## src/rtl/fixed_arith_pkg.sv

```systemverilog
// fixed_arith_pkg: shared widths, iteration count and FSM states for the fixed-point multiplier and divider
package fixed_arith_pkg;
  localparam int MCAND_W = 32;
  localparam int MPLIER_W = 16;
  localparam int PROD_W = 48;
  localparam int ITERS = 16;
  localparam int CNT_W = 5;
  typedef enum logic [1:0] {IDLE, RUN, DONE} state_t;
endpackage

```

## src/rtl/fixed_multiplier_if.sv

```systemverilog
// fixed_multiplier_if: request/result bundle for fixed_multiplier; inAddend exists only under FIXED_MULT_ACC_EN
interface fixed_multiplier_if;
  import fixed_arith_pkg::*;
  logic start;
  logic [MCAND_W-1:0] inMultiplicand;
  logic [MPLIER_W-1:0] inMultiplier;
  logic busy;
  logic done;
  logic [PROD_W-1:0] Product;
`ifdef FIXED_MULT_ACC_EN
  logic [MPLIER_W-1:0] inAddend;
  modport master (output start, inMultiplicand, inMultiplier, inAddend, input busy, done, Product);
  modport slave (input start, inMultiplicand, inMultiplier, inAddend, output busy, done, Product);
`else
  modport master (output start, inMultiplicand, inMultiplier, input busy, done, Product);
  modport slave (input start, inMultiplicand, inMultiplier, output busy, done, Product);
`endif
endinterface

```

## src/rtl/fixed_multiplier.sv

```systemverilog
// fixed_multiplier: 16-cycle LSB-first shift-add multiplier, Product = M*Q (+A when FIXED_MULT_ACC_EN)
module fixed_multiplier (
  input logic clock,
  input logic reset,
  fixed_multiplier_if.slave bus
);
  import fixed_arith_pkg::*;
  state_t state, state_nx;
  logic [PROD_W-1:0] mc, acc, acc_nx, acc_init, product;
  logic [MPLIER_W-1:0] mq;
  logic [CNT_W-1:0] cnt;
  logic last, accept;
`ifdef FIXED_MULT_ACC_EN
  assign acc_init = PROD_W'(bus.inAddend);
`else
  assign acc_init = '0;
`endif
  // multiplicand shifts left and multiplier right, so bit 0 always selects the current partial product
  assign acc_nx = acc + (mq[0] ? mc : '0);
  assign last = cnt == CNT_W'(ITERS - 1);
  assign accept = state == IDLE && bus.start;
  always_comb begin
    state_nx = state;
    state_nx = state == IDLE ? (bus.start ? RUN : IDLE) :
               state == RUN  ? (last ? DONE : RUN) : IDLE;
  end
  always_ff @(posedge clock)
    if (reset) state <= IDLE;
    else state <= state_nx;
  always_ff @(posedge clock)
    if (reset) begin
      mc <= '0;
      mq <= '0;
      acc <= '0;
      cnt <= '0;
      product <= '0;
    end else if (accept) begin
      mc <= PROD_W'(bus.inMultiplicand);
      mq <= bus.inMultiplier;
      acc <= acc_init;
      cnt <= '0;
    end else if (state == RUN) begin
      mc <= mc << 1;
      mq <= mq >> 1;
      acc <= acc_nx;
      cnt <= cnt + CNT_W'(1);
      if (last) product <= acc_nx;
    end
  assign bus.busy = state == RUN;
  assign bus.done = state == DONE;
  assign bus.Product = product;
endmodule

```

## src/flat_wrapper.sv

```systemverilog
// flat-port wrapper written by rule: the top's interface ports become plain ports
module fixed_multiplier_flat import fixed_arith_pkg::*;
  (clock, reset, bus_start, bus_inMultiplicand, bus_inMultiplier, bus_busy, bus_done, bus_Product);
  fixed_multiplier_if bus_i ();
  input logic clock;
  input logic reset;
  input wire logic [$bits(bus_i.start)-1:0] bus_start;
  input wire logic [$bits(bus_i.inMultiplicand)-1:0] bus_inMultiplicand;
  input wire logic [$bits(bus_i.inMultiplier)-1:0] bus_inMultiplier;
  output wire logic [$bits(bus_i.busy)-1:0] bus_busy;
  output wire logic [$bits(bus_i.done)-1:0] bus_done;
  output wire logic [$bits(bus_i.Product)-1:0] bus_Product;
  assign bus_i.start = bus_start;
  assign bus_i.inMultiplicand = bus_inMultiplicand;
  assign bus_i.inMultiplier = bus_inMultiplier;
  assign bus_busy = bus_i.busy;
  assign bus_done = bus_i.done;
  assign bus_Product = bus_i.Product;
  fixed_multiplier u_core (.clock(clock), .reset(reset), .bus(bus_i));
endmodule
```

## config.mk

```make
export PLATFORM = sky130hd
export DESIGN_NAME = fixed_multiplier_flat
export DESIGN_NICKNAME = d
export VERILOG_FILES = /design/src/rtl/fixed_arith_pkg.sv /design/src/rtl/fixed_multiplier_if.sv /design/src/rtl/fixed_multiplier.sv /design/src/flat_wrapper.sv
export SDC_FILE = /design/constraint.sdc
export NUM_CORES = 1
export LEC_CHECK = 0
export CAP_MARGIN = 20
export CORE_ASPECT_RATIO = 0.9
export CORE_UTILIZATION = 50
export CTS_CLUSTER_DIAMETER = 100
export DETAILED_ROUTE_END_ITERATION = 16
export PLACE_DENSITY = 0.71
export SLEW_MARGIN = 20
export SYNTH_ARGS = -nofsm -noshare
export SYNTH_HDL_FRONTEND = slang
export SYNTH_SLANG_ARGS = --single-unit
```

## constraint.sdc

```tcl
create_clock -name clock -period 3.9 [get_ports clock]
set_input_delay 0.585 -clock clock [delete_from_list [all_inputs] [get_ports clock]]
set_output_delay 0.585 -clock clock [all_outputs]
set_load 0.02 [all_outputs]
```

==> results.md, run 1 <==
* Status: completed
* Cell Pwr Density at 354 mW/mm²
* First-pass detailed-route iteration total at 6
* Seq/Total Area, Yosys at 35.2%
* Mapped Area at 0.00951 mm²
* Worst-Skew Late Latency at 0.44 ns
* Post-synth EDFFs at 0
* HPWL after DPL at 18700 µm
* Detailed-route DRC error count at 0
* IR drop worst, VDD at 284 µV
* Area Overhead vs Synth at 17.9%
* Std-Cell Rows at 47
* PortBufs at 100
* Yosys cell types at 68
* Post-CTS setup buffers at 0
* Final TNS setup at 0 ns
* Pre-CTS setup slack at 0.534 ns
* Synthesized instance count at 1246
* Synth warnings at 0
* Worst Max-Slew Pin Slew at 1.01 ns
* Slew Viols, Final at 0
* Total global routing overflow at 0
* Clock Skews at 0.00908 ns
* Rel. slew slack at 32.9%
* Hold_buf cts at 0
* Lkg Pwr at 4.27 nW
* Initial Util at 51.3%
* DRT antenna net count at 0
* Die W at 147 µm
* Final net count at 1394
* Worst hold path type: reg -> reg
* Final worst-path cycle share at 87.6%
* Vias in the first global route at 8158
* Finished Cell Area at 0.0112 mm²
* Busiest grt layer: met1
* # diodes at 0
* Cell Area, Placed at 0.0106 mm²
* Tot GR Track Use at 27.3%
* Final hold violation count at 0
* First-pass GRT wire length at 42600 µm
* Avg Inst Size Synth at 7.63 µm²
* Met1 global-route usage at 40.9%
* CTS max path bufs at 2
* Wire per inst at 17.2 µm
* Required @ worst endpoint at 4.21 ns
* PnR worst setup slack at 0.483 ns
* Layout cells sized above 1 at 5.44%
* RSZ-0062 raised after global routing: false
* Reg clk slew, reported paths at 0.07 ns
* CTS tree: yes
* Largest net degree at the start of global routing at 79
* Ports at 101
* Worst setup SP type: register
* Post-synth ARST share at 0%
* Total clock sinks at 167
* Setup Crit Path Kind: reg -> reg
* Met2 Track Usage GR at 38.7%
* Die Ht at 133 µm
* Max Clk Rate at 293 MHz
* Vias per std cell at 5.90
* Reg2Reg Depth at 11
* Crit path max fanout at 13
* Routed vias at 9152
* CTS H-tree lvls at 4
* Core Util, Final at 60.5%
* Arr. time, crit path at 3.72 ns
* CTS Root Buffer Type: clkbuf_16
* Iter 0 DRT Violations at 928
* Min cycle time layout at 3.42 ns
* Final total power at 3.96 mW
* Crit. End Element: register
* Hold path cells at 2
* Post-Syn Nets at 1347
* Final setup fails at 0
* M3 GR Usage at 5.59%
* Flip-flop and latch count after synthesis at 167
* Detailed Route WL at 26700 µm
* CTS Buf Count at 17
* Top_reg_cell synth: dfxtp_1
* Initial antenna violation count at 1
* FILL cells at 1739
* Core area at 0.0185 mm²
* Max-Cap Viols at 0
* # resized after CTS at 0
* Die area at 0.0196 mm²
* Routability Congestion at 0.970
==> synth_stat cells (all sizes together) (2+ instances only) <==
master	count	area share, %
o31ai	3	0.24
mux2i	2	0.21
a31oi	14	0.92
ha	49	6.4
nor4	5	0.33
dfxtp	167	35
nor2	82	3.2
a2111oi	3	0.29
and3	12	0.84
and2	48	3.2
a21oi	142	7.6
or2	3	0.20
inv	61	2.4
nand3	38	2.0
nor4b	3	0.28
nand2	185	7.3
a311oi	2	0.18
nand4	16	1.1
a31o	2	0.18
o21a	8	0.63
o21bai	4	0.32
a211o	4	0.37
nor3	22	1.2
a2111o	3	0.36
xor2	15	1.4
or4	2	0.16
xnor2	20	1.8
o211ai	4	0.32
nand2b	5	0.33
or3	14	0.93
nor3b	8	0.63
a221oi	32	2.9
o21ai	60	3.3
a22oi	2	0.16
nand4b	3	0.28
clkbuf	82	3.2
a21o	20	1.6
a211oi	25	2.1
nand3b	16	1.3
o22ai	32	2.1
buf	9	0.45
a311o	2	0.21
and4	3	0.28
==> sequential cells by signal (all words and copies together) (netlist names) <==
signal	flops
u_core.mq	16
u_core.cnt	5
u_core.bus.Product	48
u_core.state	2
u_core.acc	48
u_core.mc	48
==> area by class of cell <==
class                   count  area (µm²)  share of cell area [%]
multi-input cells         927        5590                    49.9
clock inverters            14         163                    1.45
flip-flops and latches    167        3340                    29.8
repair buffers            119        1140                    10.2
well taps                 245         307                    2.74
inverters                  61         229                    2.04
clock buffers              18         429                    3.83
==> per-stage QoR <==
step	hold slack, ns	instances
global placement	0.441	1519
detailed placement	0.446	1519
CTS	0.456	1551
floorplan	0.436	1246
global route	0.470	1551
finish	0.453	1551
==> power breakdown <==
part / total [mW] / leakage, nW / internal, mW / switching (mW)
logic: 0.420 / 2.63 / 0.165 / 0.255
registers: 1.81 / 1.36 / 1.76 / 0.0466
clock network: 1.73 / 0.282 / 0.962 / 0.772
total: 3.96 / 4.27 / 2.89 / 1.07
==> path summary, 6_finish.rpt <==
check,startpoint,end,slack [ns]
setup reg to reg,u_core.mq[0]$_SDFFE_PP0P_,u_core.bus.Product[46]$_SDFFE_PP0P_,0.48
hold / removal,u_core.bus.Product[26]$_SDFFE_PP0P_,u_core.bus.Product[26]$_SDFFE_PP0P_,0.45
setup / recovery,u_core.mq[0]$_SDFFE_PP0P_,u_core.bus.Product[46]$_SDFFE_PP0P_,0.48
hold reg to reg,u_core.bus.Product[26]$_SDFFE_PP0P_,u_core.bus.Product[26]$_SDFFE_PP0P_,0.45
==> cells by family after synthesis <==
group / Yosys count / share of synthesized area, %
xor gates and xnor gates: 35 / 3.23
adders and majority gates: 50 / 6.66
and+or+nand+nor: 466 / 23.5
muxes: 2 / 0.211
AOI/OAI and AO/OA: 374 / 25.1
buffers and inverters: 152 / 6.09
DFF: 167 / 35.2
==> cells in the final DEF, fill, tap and decap left out, types with 20 or more instances in the layout <==
master	count
inv_1	59
a221oi_1	32
xnor2_1	20
a21oi_1	140
clkdlybuf4s50_1	99
ha_1	49
nand3_1	38
buf_4	20
o21ai_0	55
dfxtp_1	167
nand2_1	183
nor3_1	22
and2_1	48
a21o_1	20
nor2_1	82
o22ai_1	32
a211oi_1	23
==> worst max-delay path: stages, from the launching register on <==
cell	delay, ns
dfxtp_1	0.41
and2_1	0.19
ha_1	0.21
fa_1	0.42
a21o_1	0.21
a311o_1	0.44
a211oi_2	0.34
nor4b_1	0.11
a211o_1	0.36
or4_1	0.42
nand4_1	0.10
o21ai_0	0.07
==> layer usage <==
| layer | part of all wire [%] | routed length, µm |
|---|---|---|
| met3 | 7.2 | 1920 |
| met1 | 49 | 13000 |
| met5 | 0.049 | 13 |
| met4 | 2.0 | 536 |
| met2 | 42 | 11100 |
No activity file was read; power rests on OpenSTA's default activity.
==> run 2, diff against run 1 <==
- CORE_UTILIZATION: 50 -> 25
- PLACE_DENSITY: 0.71 -> 0.41
==> results.md, run 2 (synthesized netlist as in run 1, its figures left out) <==
* Status: completed
* HPWL after DPL at 23200 µm (+24%)
* Final hold violation count at 0 (unchanged)
* Slew Viols, Final at 0 (unchanged)
* CTS Root Buffer Type: clkbuf_16
* Die area at 0.0388 mm² (+98%)
* First-pass detailed-route iteration total at 5 (-1)
* Routed vias at 8954 (-2.2%)
* Core area at 0.0374 mm² (+100%)
* CP delay by family, top: compound AO/OA/AOI/OAI gates
* CTS tree: yes
* RSZ-0062 raised after global routing: false
* Cell Area, Placed at 0.0109 mm² (+3.0%)
* Initial antenna violation count at 1 (unchanged)
* Tot GR Track Use at 16.2% (-11 points)
* Clock Skews at 0.0168 ns (+0.00768 ns)
* First-pass GRT wire length at 49600 µm (+16%)
* Crit. End Element: register
* Area Overhead vs Synth at 21.3%
* Rel. slew slack at 40.2% (+7.3 points)
* Die Ht at 187 µm (+41%)
* Worst-Skew Late Latency at 0.45 ns (about the same)
* Critical Path, Cell by Cell: buf_4 -> and2_1 -> fa_1 -> a21o_1 -> a311o_1 -> a211oi_2 -> nor4b_1 -> a211o_1 -> or4_1 -> nand4_1 -> o21ai_0
* Initial Util at 25.4% (-26 points)
* Crit path largest cell delay at 0.45 ns (about the same)
* Lkg Pwr at 4.29 nW (+0.43%)
* Max Clk Rate at 294 MHz (+0.40%)
* R2R Setup Slk at 0.50 ns (about the same)
* DRT antenna net count at 0 (unchanged)
* Required @ worst endpoint at 4.20 ns (about the same)
* CTS Buf Count at 17 (unchanged)
* Final TNS setup at 0 ns (unchanged)
* Final setup fails at 0 (unchanged)
* IR drop worst, VDD at 278 µV (-2.0%)
* Setup Crit Path Kind: reg -> reg
* Final net count at 1395 (+0.072%)
* Crit Reg-Reg Startpoint: u_core.mq[0]$_SDFFE_PP0P_
* # resized after CTS at 0 (unchanged)
* Total global routing overflow at 0 (unchanged)
* Iter 0 DRT Violations at 445 (-52%)
* CTS max path bufs at 2 (unchanged)
* Crit path max fanout at 25 (+12)
* Routability Congestion at 0.871 (-10%)
* Final worst-path cycle share at 87.3% (-0.35 points)
* Hold path cells at 2 (unchanged)
* Hold_buf cts at 0 (unchanged)
* PortBufs at 100 (unchanged)
* Wire per inst at 17.6 µm (+2.3%)
* Crit path buf inv count at 1 (+1)
* Max-Cap Viols at 0 (unchanged)
* Commonest non-fill, non-tap cell in the layout: nand2_1
* Detailed-route DRC error count at 0 (unchanged)
* Worst hold path type: reg -> reg
* Ports at 101 (unchanged)
* Largest net degree at the start of global routing at 72 (-8.9%)
* Std-Cell Rows at 67 (+43%)
* Reg2Reg Depth at 11 (unchanged)
* Cell Pwr Density at 348 mW/mm² (-1.5%)
* Hold Path Sink: u_core.bus.Product[22]$_SDFFE_PP0P_
* Worst setup SP type: register
* Post-CTS setup buffers at 0 (unchanged)
* Arr. time, crit path at 3.71 ns (about the same)
* CTS H-tree lvls at 4 (unchanged)
* Min cycle time layout at 3.40 ns (-0.0137 ns)
* Finished Cell Area at 0.0115 mm² (+2.9%)
* FF-to-FF End: u_core.bus.Product[46]$_SDFFE_PP0P_
* Vias in the first global route at 8493 (+4.1%)
* Detailed Route WL at 31500 µm (+18%)
* Die W at 208 µm (+41%)
* Vias per std cell at 5.00 (-15%)
* Worst Max-Slew Pin Slew at 0.897 ns (-0.110 ns)
* Total clock sinks at 167 (unchanged)
* Most frequent cells in the layout: nand2_1 (183), dfxtp_1 (167), a21oi_1 (140)
* Reg clk slew, reported paths at 0.07 ns (about the same)
* Slowest stage cell, crit path: a311o_1
* Layout cells sized above 1 at 5.66% (+0.23 points)
* Hold_sp: u_core.bus.Product[22]$_SDFFE_PP0P_
run 2: cell types whose count changed in the layout (fill, tap and decap cells not counted):
cell / change
and2_1: -1
o21ai_4: +1
inv_8: -2
and2_2: +1
clkinv_2: +1
clkinvlp_4: -1
clkbuf_8: +3
buf_4: +1
diode_2: +1
clkbuf_1: -1
o21ai_2: -1
run 2: worst max-delay path by stage:
stage	slack, ns	startpoint	depth (start not counted)	endpoint
global route	0.33	u_core.mq[0]$_SDFFE_PP0P_	11	u_core.acc[41]$_SDFFE_PP0P_
floorplan	0.58	u_core.mq[0]$_SDFFE_PP0P_	13	u_core.bus.Product[36]$_SDFFE_PP0P_
global placement	0.56	u_core.mq[0]$_SDFFE_PP0P_	11	u_core.bus.Product[46]$_SDFFE_PP0P_
detailed placement	0.52	u_core.mq[0]$_SDFFE_PP0P_	11	u_core.bus.Product[46]$_SDFFE_PP0P_
CTS	0.49	u_core.mq[0]$_SDFFE_PP0P_	11	u_core.bus.Product[46]$_SDFFE_PP0P_
finish	0.50	u_core.mq[0]$_SDFFE_PP0P_	11	u_core.bus.Product[46]$_SDFFE_PP0P_
run 2: area by class of cell:
type | instances | area, µm²
repair buffers | 120 | 1150
diodes | 1 | 2.50
clock buffers | 20 | 467
multi-input cells | 927 | 5600
inverters | 61 | 229
clock inverters | 12 | 138
well taps | 483 | 604
fillers | 4063 | 25900
flip-flops and latches | 167 | 3340
run 2: where the power goes:
group          total, mW  leakage (nW)  internal [mW]  switching (mW)
Combinational      0.434          2.64          0.165           0.268
Clock               1.78         0.294           1.00           0.775
Sequential          1.80          1.36           1.76          0.0417
Total               4.02          4.29           2.93            1.08
run 2: worst min-delay path, cell delays in order, from the launching register on:
cell and delay, ns:
dfxtp_1 0.31, nand2_1 0.05, a21oi_1 0.05
run 2: metal layers:
metal / vias to the layer above / GRT usage [%] / routed length [µm]
met1: 4215 / 24.3 / 16500
met4: 2 / 4.05 / 374
met5: - / 0 / 17
met3: 21 / 3.49 / 1490
met2: 180 / 23.1 / 13100
li1: 4536 / - / -
run 2: stage by stage:
| step | setup slack, ns | power (mW) | util, % | hold WS [ns] | cells |
|---|---|---|---|---|---|
| after detailed placement | 0.517 | 2.28 | 29.2 | 0.449 | 1758 |
| after floorplan | 0.576 | 2.11 | - | 0.436 | 1246 |
| after global placement | 0.563 | 2.28 | 29.2 | 0.441 | 1758 |
| after global routing | 0.332 | 4.20 | 30.8 | 0.468 | 1790 |
| after CTS | 0.495 | 4.08 | 30.8 | 0.458 | 1790 |
| final | 0.497 | 4.02 | 30.8 | 0.456 | 1791 |
==> run 3, diff against run 2 <==
- CTS_CLUSTER_SIZE: default -> 25
- clock period: 3.9 -> 4.1 ns (I/O delays scaled with it)
==> results.md, run 3 (synthesized netlist as in run 1, its figures left out) <==
* Vias in the first global route at 8617 (+1.5%)
* Die area at 0.0388 mm² (unchanged)
* Detailed-route DRC error count at 0 (unchanged)
* Total clock sinks at 167 (unchanged)
* Max-Cap Viols at 0 (unchanged)
* Worst-Skew Late Latency at 0.45 ns (about the same)
* Cell Pwr Density at 341 mW/mm² (-2.1%)
* CP delay by family, top: compound AO/OA/AOI/OAI gates
* Routability Congestion at 0.886 (+1.7%)
* RSZ-0062 raised after global routing: false
* # resized after CTS at 0 (unchanged)
* Final worst-path cycle share at 89.4% (+2.2 points)
* Iter 0 DRT Violations at 572 (+29%)
* Std-Cell Rows at 67 (unchanged)
* Vias per std cell at 5.02 (+0.42%)
* Reg power frac at 43.6% (-1.3 points)
* Final net count at 1397 (+0.14%)
* Switching power of the nets at 1.02 mW (-6.2%)
* Hold_buf cts at 0 (unchanged)
* Status: completed
* Layout cells sized above 1 at 5.58% (-0.085 points)
* Crit path largest cell delay at 0.55 ns (+0.10 ns)
* Die Ht at 187 µm (unchanged)
* Slew Viols, Final at 0 (unchanged)
* Clock Skews at 0.0141 ns (-0.00266 ns)
* Critical Path, Cell by Cell: and2_1 -> ha_1 -> fa_1 -> a21o_1 -> a311o_1 -> and3_4 -> o311a_4 -> o211a_4 -> o21ai_1 -> a2111o_1 -> nand3_1
* Max Clk Rate at 273 MHz (-7.2%)
* Crit path max fanout at 25 (unchanged)
* Die W at 208 µm (unchanged)
* PortBufs at 100 (unchanged)
* Post-CTS setup buffers at 0 (unchanged)
* Setup Crit Path Kind: reg -> reg
* Routed vias at 9007 (+0.59%)
* Largest net degree at the start of global routing at 72 (unchanged)
* Wire per inst at 17.8 µm (+1.2%)
* Crit path buf inv count at 0 (-1)
* Combinational share of power at 10.4% (-0.4 points)
* Area Overhead vs Synth at 22.0%
* CTS Buf Count at 17 (unchanged)
* Finished Cell Area at 0.0116 mm² (+0.52%)
* Worst setup SP type: register
* Final setup fails at 0 (unchanged)
* Lkg Pwr at 4.31 nW (+0.50%)
* Reg clk slew, reported paths at 0.07 ns (about the same)
* Crit. End Element: register
* Worst hold path type: reg -> reg
* Final hold violation count at 0 (unchanged)
* Tot GR Track Use at 16.6% (+0.40 points)
* Min cycle time layout at 3.67 ns (+0.264 ns)
* Final TNS setup at 0 ns (unchanged)
* CTS Root Buffer Type: clkbuf_16
* First-pass detailed-route iteration total at 5 (unchanged)
* Total global routing overflow at 0 (unchanged)
* HPWL after DPL at 23300 µm (+0.51%)
* Required @ worst endpoint at 4.43 ns (+0.23 ns)
* R2R Setup Slk at 0.43 ns (-0.06 ns)
* CTS tree: yes
* DRT antenna net count at 0 (unchanged)
* Initial antenna violation count at 4 (+3)
* Core area at 0.0374 mm² (unchanged)
* Detailed Route WL at 31900 µm (+1.3%)
* First-pass GRT wire length at 50900 µm (+2.5%)
* Pint at 2.94 mW (+0.16%)
* Ports at 101 (unchanged)
* IR drop worst, VDD at 274 µV (-1.4%)
* Cell Area, Placed at 0.0109 mm² (+0.14%)
* Most frequent cells in the layout: nand2_1 (183), dfxtp_1 (167), a21oi_1 (140)
* Commonest non-fill, non-tap cell in the layout: nand2_1
* Arr. time, crit path at 4.00 ns (+0.29 ns)
* Worst Max-Slew Pin Slew at 0.874 ns (-0.0235 ns)
* CTS max path bufs at 2 (unchanged)
* Switch share at 25.7% (-1.3 points)
* Slowest stage cell, crit path: dfxtp_1
* Initial Util at 25.4% (unchanged)
* Rel. slew slack at 41.8% (+1.6 points)
* Clk pwr share at 46.1% (+1.8 points)
* CTS H-tree lvls at 4 (unchanged)
-- run 3: changes by cell type in the layout (fill, tap and decap cells not counted) --
cell / previous run / this run
inv_6: 5 / 1
bufinv_16: 2 / 5
clkbuf_1: 0 / 3
buf_4: 21 / 23
clkbuf_8: 3 / 1
clkinv_2: 2 / 1
clkinv_4: 1 / 2
diode_2: 1 / 2
-- run 3: metal layers --
layer  vias to the layer above  wire length (µm)  GRT usage (%)
li1                       4546                 -              -
met1                      4280             16900           24.4
met2                       162             13400           24.4
met3                        15              1350           3.91
met4                         4               285           3.59
met5                         -                21              0
-- run 3: stage by stage --
step	setup WS (ns)	std cells	utilization [%]	power [mW]	hold WS, ns
floorplan	0.776	1246	-	2.01	0.436
global placement	0.462	1760	29.3	2.17	0.443
detailed placement	0.439	1760	29.3	2.17	0.449
CTS	0.435	1792	31.0	4.02	0.459
global route	0.135	1792	31.0	4.13	0.472
finish	0.433	1794	31.0	3.96	0.455
-- run 3: layout make-up --
type / instances / area [µm²]
Antenna cell: 2 / 5.00
Clock buffer: 21 / 450
Clock inverter: 11 / 196
Fill cell: 4074 / 25800
Inverter: 61 / 229
Multi-Input combinational cell: 927 / 5600
Sequential cell: 167 / 3340
Tap cell: 483 / 604
Timing Repair Buffer: 122 / 1160
-- run 3: worst min-delay path: stages, from the launching register on --
cell and delay, ns:
dfxtp_1 0.31, nand2_1 0.05, a21oi_1 0.05
-- run 3: power by group through the flow --
stage / clock network, mW / logic [mW] / registers, mW
2_1_floorplan: 0 / 0.270 / 1.74
3_3_place_gp: 0 / 0.410 / 1.76
3_5_place_dp: 0 / 0.413 / 1.76
4_1_cts: 1.88 / 0.414 / 1.72
5_1_grt: 1.94 / 0.456 / 1.73
6_report: 1.82 / 0.410 / 1.72
-- run 3: final timing paths --
path,startpoint,endpoint,depth (start not counted)
worst max-delay path,u_core.mq[0]$_SDFFE_PP0P_,u_core.acc[40]$_SDFFE_PP0P_,11
worst min-delay path,u_core.bus.Product[31]$_SDFFE_PP0P_,u_core.bus.Product[31]$_SDFFE_PP0P_,2
worst max register to register,u_core.mq[0]$_SDFFE_PP0P_,u_core.acc[40]$_SDFFE_PP0P_,11
worst min register to register,u_core.bus.Product[31]$_SDFFE_PP0P_,u_core.bus.Product[31]$_SDFFE_PP0P_,2
